<file path="src/rtl/gray_to_binary_decoder.sv">
// Gray-to-binary decoder, MSB-first at one bit per clock, with an optional adjacency check against the previously accepted code.
// out_valid rises WIDTH-1 edges after accept and holds until out_ready; in_ready is high only while idle, so no word is ever queued.
module gray_to_binary_decoder #(
  parameter int WIDTH     = 4,
  parameter bit CHECK_ADJ = 1'b1
) (
  input  logic             clk,
  input  logic             rst,
  input  logic             in_valid,
  output logic             in_ready,
  input  logic [WIDTH-1:0] gray,
  output logic             out_valid,
  input  logic             out_ready,
  output logic [WIDTH-1:0] binary,
  output logic             adj_err
);

  localparam int IDXW = (WIDTH > 1) ? $clog2(WIDTH) : 1;

  typedef enum logic [1:0] {S_IDLE, S_DECODE, S_HOLD} state_t;

  state_t           r_state;
  state_t           w_state_nxt;
  logic [WIDTH-1:0] r_work;
  logic [WIDTH-1:0] w_work_step;
  logic [IDXW-1:0]  r_idx;
  logic [WIDTH-1:0] r_prev;
  logic             r_prev_vld;
  logic             r_err;
  logic [WIDTH-1:0] r_binary;
  logic             r_adj_err;
  logic             w_accept;
  logic             w_adj_err;

  always_ff @(posedge clk or posedge rst) begin
    if (rst) begin
      r_state <= S_IDLE;
    end else begin
      r_state <= w_state_nxt;
    end
  end

  always_comb begin
    w_state_nxt = r_state;
    case (r_state)
      S_IDLE:   if (in_valid) w_state_nxt = (WIDTH == 1) ? S_HOLD : S_DECODE;
      S_DECODE: if (r_idx == '0) w_state_nxt = S_HOLD;
      S_HOLD:   if (out_ready) w_state_nxt = S_IDLE;
      default:  w_state_nxt = S_IDLE;
    endcase
  end

  always_comb begin
    in_ready  = (r_state == S_IDLE);
    out_valid = (r_state == S_HOLD);
  end

  assign w_accept  = in_valid && in_ready;
  assign w_adj_err = CHECK_ADJ && r_prev_vld && ($countones(gray ^ r_prev) != 1);

  // r_work starts as the Gray word; each step overwrites bit idx in place,
  // so bits below idx still hold their Gray value when their turn comes.
  always_comb begin
    w_work_step = r_work;
    for (int i = 0; i < WIDTH - 1; i++) begin
      if (IDXW'(i) == r_idx) w_work_step[i] = r_work[i+1] ^ r_work[i];
    end
  end

  always_ff @(posedge clk or posedge rst) begin
    if (rst) begin
      r_work     <= '0;
      r_idx      <= '0;
      r_prev     <= '0;
      r_prev_vld <= 1'b0;
      r_err      <= 1'b0;
      r_binary   <= '0;
      r_adj_err  <= 1'b0;
    end else if (w_accept) begin
      r_work     <= gray;
      r_idx      <= IDXW'(WIDTH - 2);
      r_err      <= w_adj_err;
      r_prev     <= gray;
      r_prev_vld <= 1'b1;
      if (WIDTH == 1) begin
        r_binary  <= gray;
        r_adj_err <= w_adj_err;
      end
    end else if (r_state == S_DECODE) begin
      r_work <= w_work_step;
      r_idx  <= r_idx - IDXW'(1);
      if (r_idx == '0) begin
        r_binary  <= w_work_step;
        r_adj_err <= r_err;
      end
    end
  end

  assign binary  = r_binary;
  assign adj_err = r_adj_err;

endmodule

</file>
<file path="config.mk">
export PLATFORM = sky130hd
export DESIGN_NAME = gray_to_binary_decoder
export DESIGN_NICKNAME = d
export VERILOG_FILES = /design/src/rtl/gray_to_binary_decoder.sv
export SDC_FILE = /design/constraint.sdc
export NUM_CORES = 1
export LEC_CHECK = 0
export ABC_AREA = 1
export BUFFER_PORTS_ARGS = -buffer_cell sky130_fd_sc_hd__buf_4
export CAP_MARGIN = 25
export CELL_PAD_IN_SITES_DETAIL_PLACEMENT = 1
export CELL_PAD_IN_SITES_GLOBAL_PLACEMENT = 1
export CORE_AREA = 2 2 43 65
export CTS_CLUSTER_SIZE = 25
export DETAILED_ROUTE_END_ITERATION = 10
export DIE_AREA = 0 0 45 67
export PLACE_DENSITY_LB_ADDON = 0.1
export SYNTH_ARGS = -nofsm -noshare
export SYNTH_HDL_FRONTEND = slang
export SYNTH_SLANG_ARGS = --single-unit
</file>
<file path="constraint.sdc">
create_clock -name clk -period 2.6 [get_ports clk]
set_input_delay 0.52 -clock clk [delete_from_list [all_inputs] [get_ports clk]]
set_output_delay 0.52 -clock clk [all_outputs]
set_load 0.02 [all_outputs]
</file>
==> impl_results.md <==
* Avg Inst Size Synth at 8.644 sq um
* RR Startpoint: r_prev[0]$_DFFE_PP0P_
* Final Util at 0.4556
* Layout area overhead at 17.13%
* Sequential fraction of the synthesis area at 0.5046
* Pwr dens at 1285 nW/um^2
* Port Buffers at 14
* RSZ-0062 raised after global routing: no
* Largest net degree at the start of global routing at 20
* Commonest non-fill, non-tap cells in the layout: nand2_1 (33), dfrtp_1 (19), nand3_1 (14), buf_4 (14), inv_1 (13)
* Num CTS Buffers at 3
* Die area at around 3000 sq um
* Root Driver: clkbuf_4
* Layout cells sized above 1 at 0.1732
* Outcome: finished clean
* Rel. slew slack at 0.4940
* Final Skew at 0.007841 ns
* Hold WC Path Type: in2async
* Max-Cap Viols at 0
* Die W at 45 microns
* Yosys reg bits at 19
* Ant. Diodes at 0
* Routed len/inst at about 14 microns
* Buf/Inv on CP at 2
* Drt pass-1 iters at 3
* Crit end category: flop
* Die Y-Extent at 67 microns
* Core footprint at 2422 sq um
* Leakage at 0.5902 nW
* Crit-path max FO at 2
* Initial DRC count at 17
* Worst slew pin tran at 0.7582 ns
* Post-cts resize count at 0
* Crit path largest cell delay at 0.54 ns
* Tot GR Track Use at 0.1685
* Setup Viol. Count Final at 0
* Worst path slowest cell: fa_1
* Vias in the first global route at 792
* Crit share post-route at 0.7583
* Syn Nets at 123
* CTS tree: built
* Dpl hpwl at 1595 microns
* Placed cell count at 147
* Worst VDD drop at approximately 0.57 mV
* CP Data Arrival Time at 2.17 ns
* Clock slew at reported path FFs at 0.11 ns
* Layout Cells excl Fill at 151
* Cts hold-fix bufs at 0
* Slew Limit Fails at 0
* Routability-driven placement congestion ratio at ~0.73
* Starting Density at 0.3889
* Commonest non-fill, non-tap cell in the layout: nand2_1
* Fmax achieved at roughly 510 MHz
* Postcts setup bufs at 0
* FF-to-FF End: r_err$_DFFE_PP0P_
* H-tree levels at 1
* Fillers at 310
* Mapped cell area at about 940 sq um
* Post-Route WL at between 2000 and 2500 microns
* Top delay family on crit path: adder cells
* CTS max path bufs at 2
* Crit Path Class: reg2reg
* Fin. Hold Viols at 0
* Vias per inst at 5.113
* GR Overflow Total at 0
* DRC at 0
* Io pins at 15
* Setup slack, reg-to-reg at 0.63 ns
* FF-to-FF path depth at 9
* # clock sinks at 19
* Post-route antenna net violation count at 0
* Yosys cell types at 18
* Clk_lat worst skew at 0.30 ns
* Final min period at roughly 2.0 ns
* CP startpoint kind: flop
* First-pass GRT wire length at 3636 microns
* Mapped Cells at approximately 110
* Via count at 772
* Ys Warns at 0
* Worst path cell trace: xnor2_1, fa_1, inv_1, ha_1, ha_1, inv_1, nand2_1, nor2_1, o21ai_0
* WP data required at 2.80 ns
* Sum Neg Setup Slack at 0 ns
* Layout net count at 142
* Row count at 22
* Initial antenna violation count at 0
[registers in the layout, summed over array words and instances (netlist names)]
| name | count |
|---|---|
| r_err | 1 |
| adj_err | 1 |
| r_idx | 2 |
| r_state | 2 |
| r_prev_vld | 1 |
| binary | 4 |
| r_prev | 4 |
| r_work | 4 |
[per-stage QoR]
step | hold slack, ns | power [mW] | setup WS, ns | cell area (sq um)
floorplan | 0.4403 | 1.042 | 0.6024 | 942.2
global placement | 0.4576 | 1.241 | 0.4556 | 1077
detailed placement | 0.4765 | 1.282 | 0.3879 | 1077
CTS | 0.3684 | 1.435 | 0.6326 | 1104
global route | 0.3912 | 1.583 | 0.4836 | 1104
finish | 0.3385 | 1.418 | 0.6284 | 1104
[cell families after synthesis]
family,Yosys count,synth area share
simple gates,55,0.2537
flops,19,0.5047
buf+inv,14,0.05578
compound gates,11,0.06108
xor+xnor,4,0.03719
fa+ha+maj,6,0.08765
[worst max path at each step]
stage,endpoint,slack (ns),cells past startpoint,startpoint
global route,r_err$_DFFE_PP0P_,0.48,9,r_prev[0]$_DFFE_PP0P_
detailed placement,r_err$_DFFE_PP0P_,0.39,10,gray[0]
global placement,r_err$_DFFE_PP0P_,0.46,10,gray[0]
CTS,r_err$_DFFE_PP0P_,0.63,9,r_prev[0]$_DFFE_PP0P_
finish,r_err$_DFFE_PP0P_,0.63,9,r_prev[0]$_DFFE_PP0P_
floorplan,r_err$_DFFE_PP0P_,0.60,9,gray[0]
[synthesized netlist by cell type]
cell,number,area [sq um]
nand2_1,33,123.9
dfrtp_1,19,475.5
nand3_1,14,70.07
inv_1,13,48.80
ha_1,5,62.56
o21ai_0,5,25.02
nor2_1,4,15.01
o21ai_1,4,20.02
xnor2_1,3,26.28
a21oi_1,1,5.000
fa_1,1,20.02
inv_2,1,3.750
nand2_2,1,6.260
nor2_2,1,6.260
nor2_4,1,11.26
o31ai_1,1,7.510
or2_2,1,6.260
xor2_1,1,8.760
[routing by layer]
metal	GRT usage	vias up	share of wire
li1	-	383	-
met1	0.2143	372	0.46
met2	0.2732	12	0.49
met3	0.02439	5	0.026
met4	0.07721	0	0.021
met5	0	-	0
[power by group]
part	switching (mW)	total, mW	internal [mW]
Combinational	0.446	0.730	0.285
Clock	0.0931	0.153	0.0598
Sequential	0.106	0.535	0.429
Total	0.644	1.42	0.773
[area by class of cell]
| cell class | instances | area (sq um) | share of cell area |
|---|---|---|---|
| inverter | 14 | 52.55 | 0.04762 |
| multi-input combinational | 76 | 414.1 | 0.3753 |
| tap | 24 | 30.03 | 0.02721 |
| sequential | 19 | 475.5 | 0.4308 |
| clock buffer | 4 | 26.28 | 0.02381 |
| timing repair buffer | 14 | 105.1 | 0.09524 |
(Power assumes the default switching activity.)
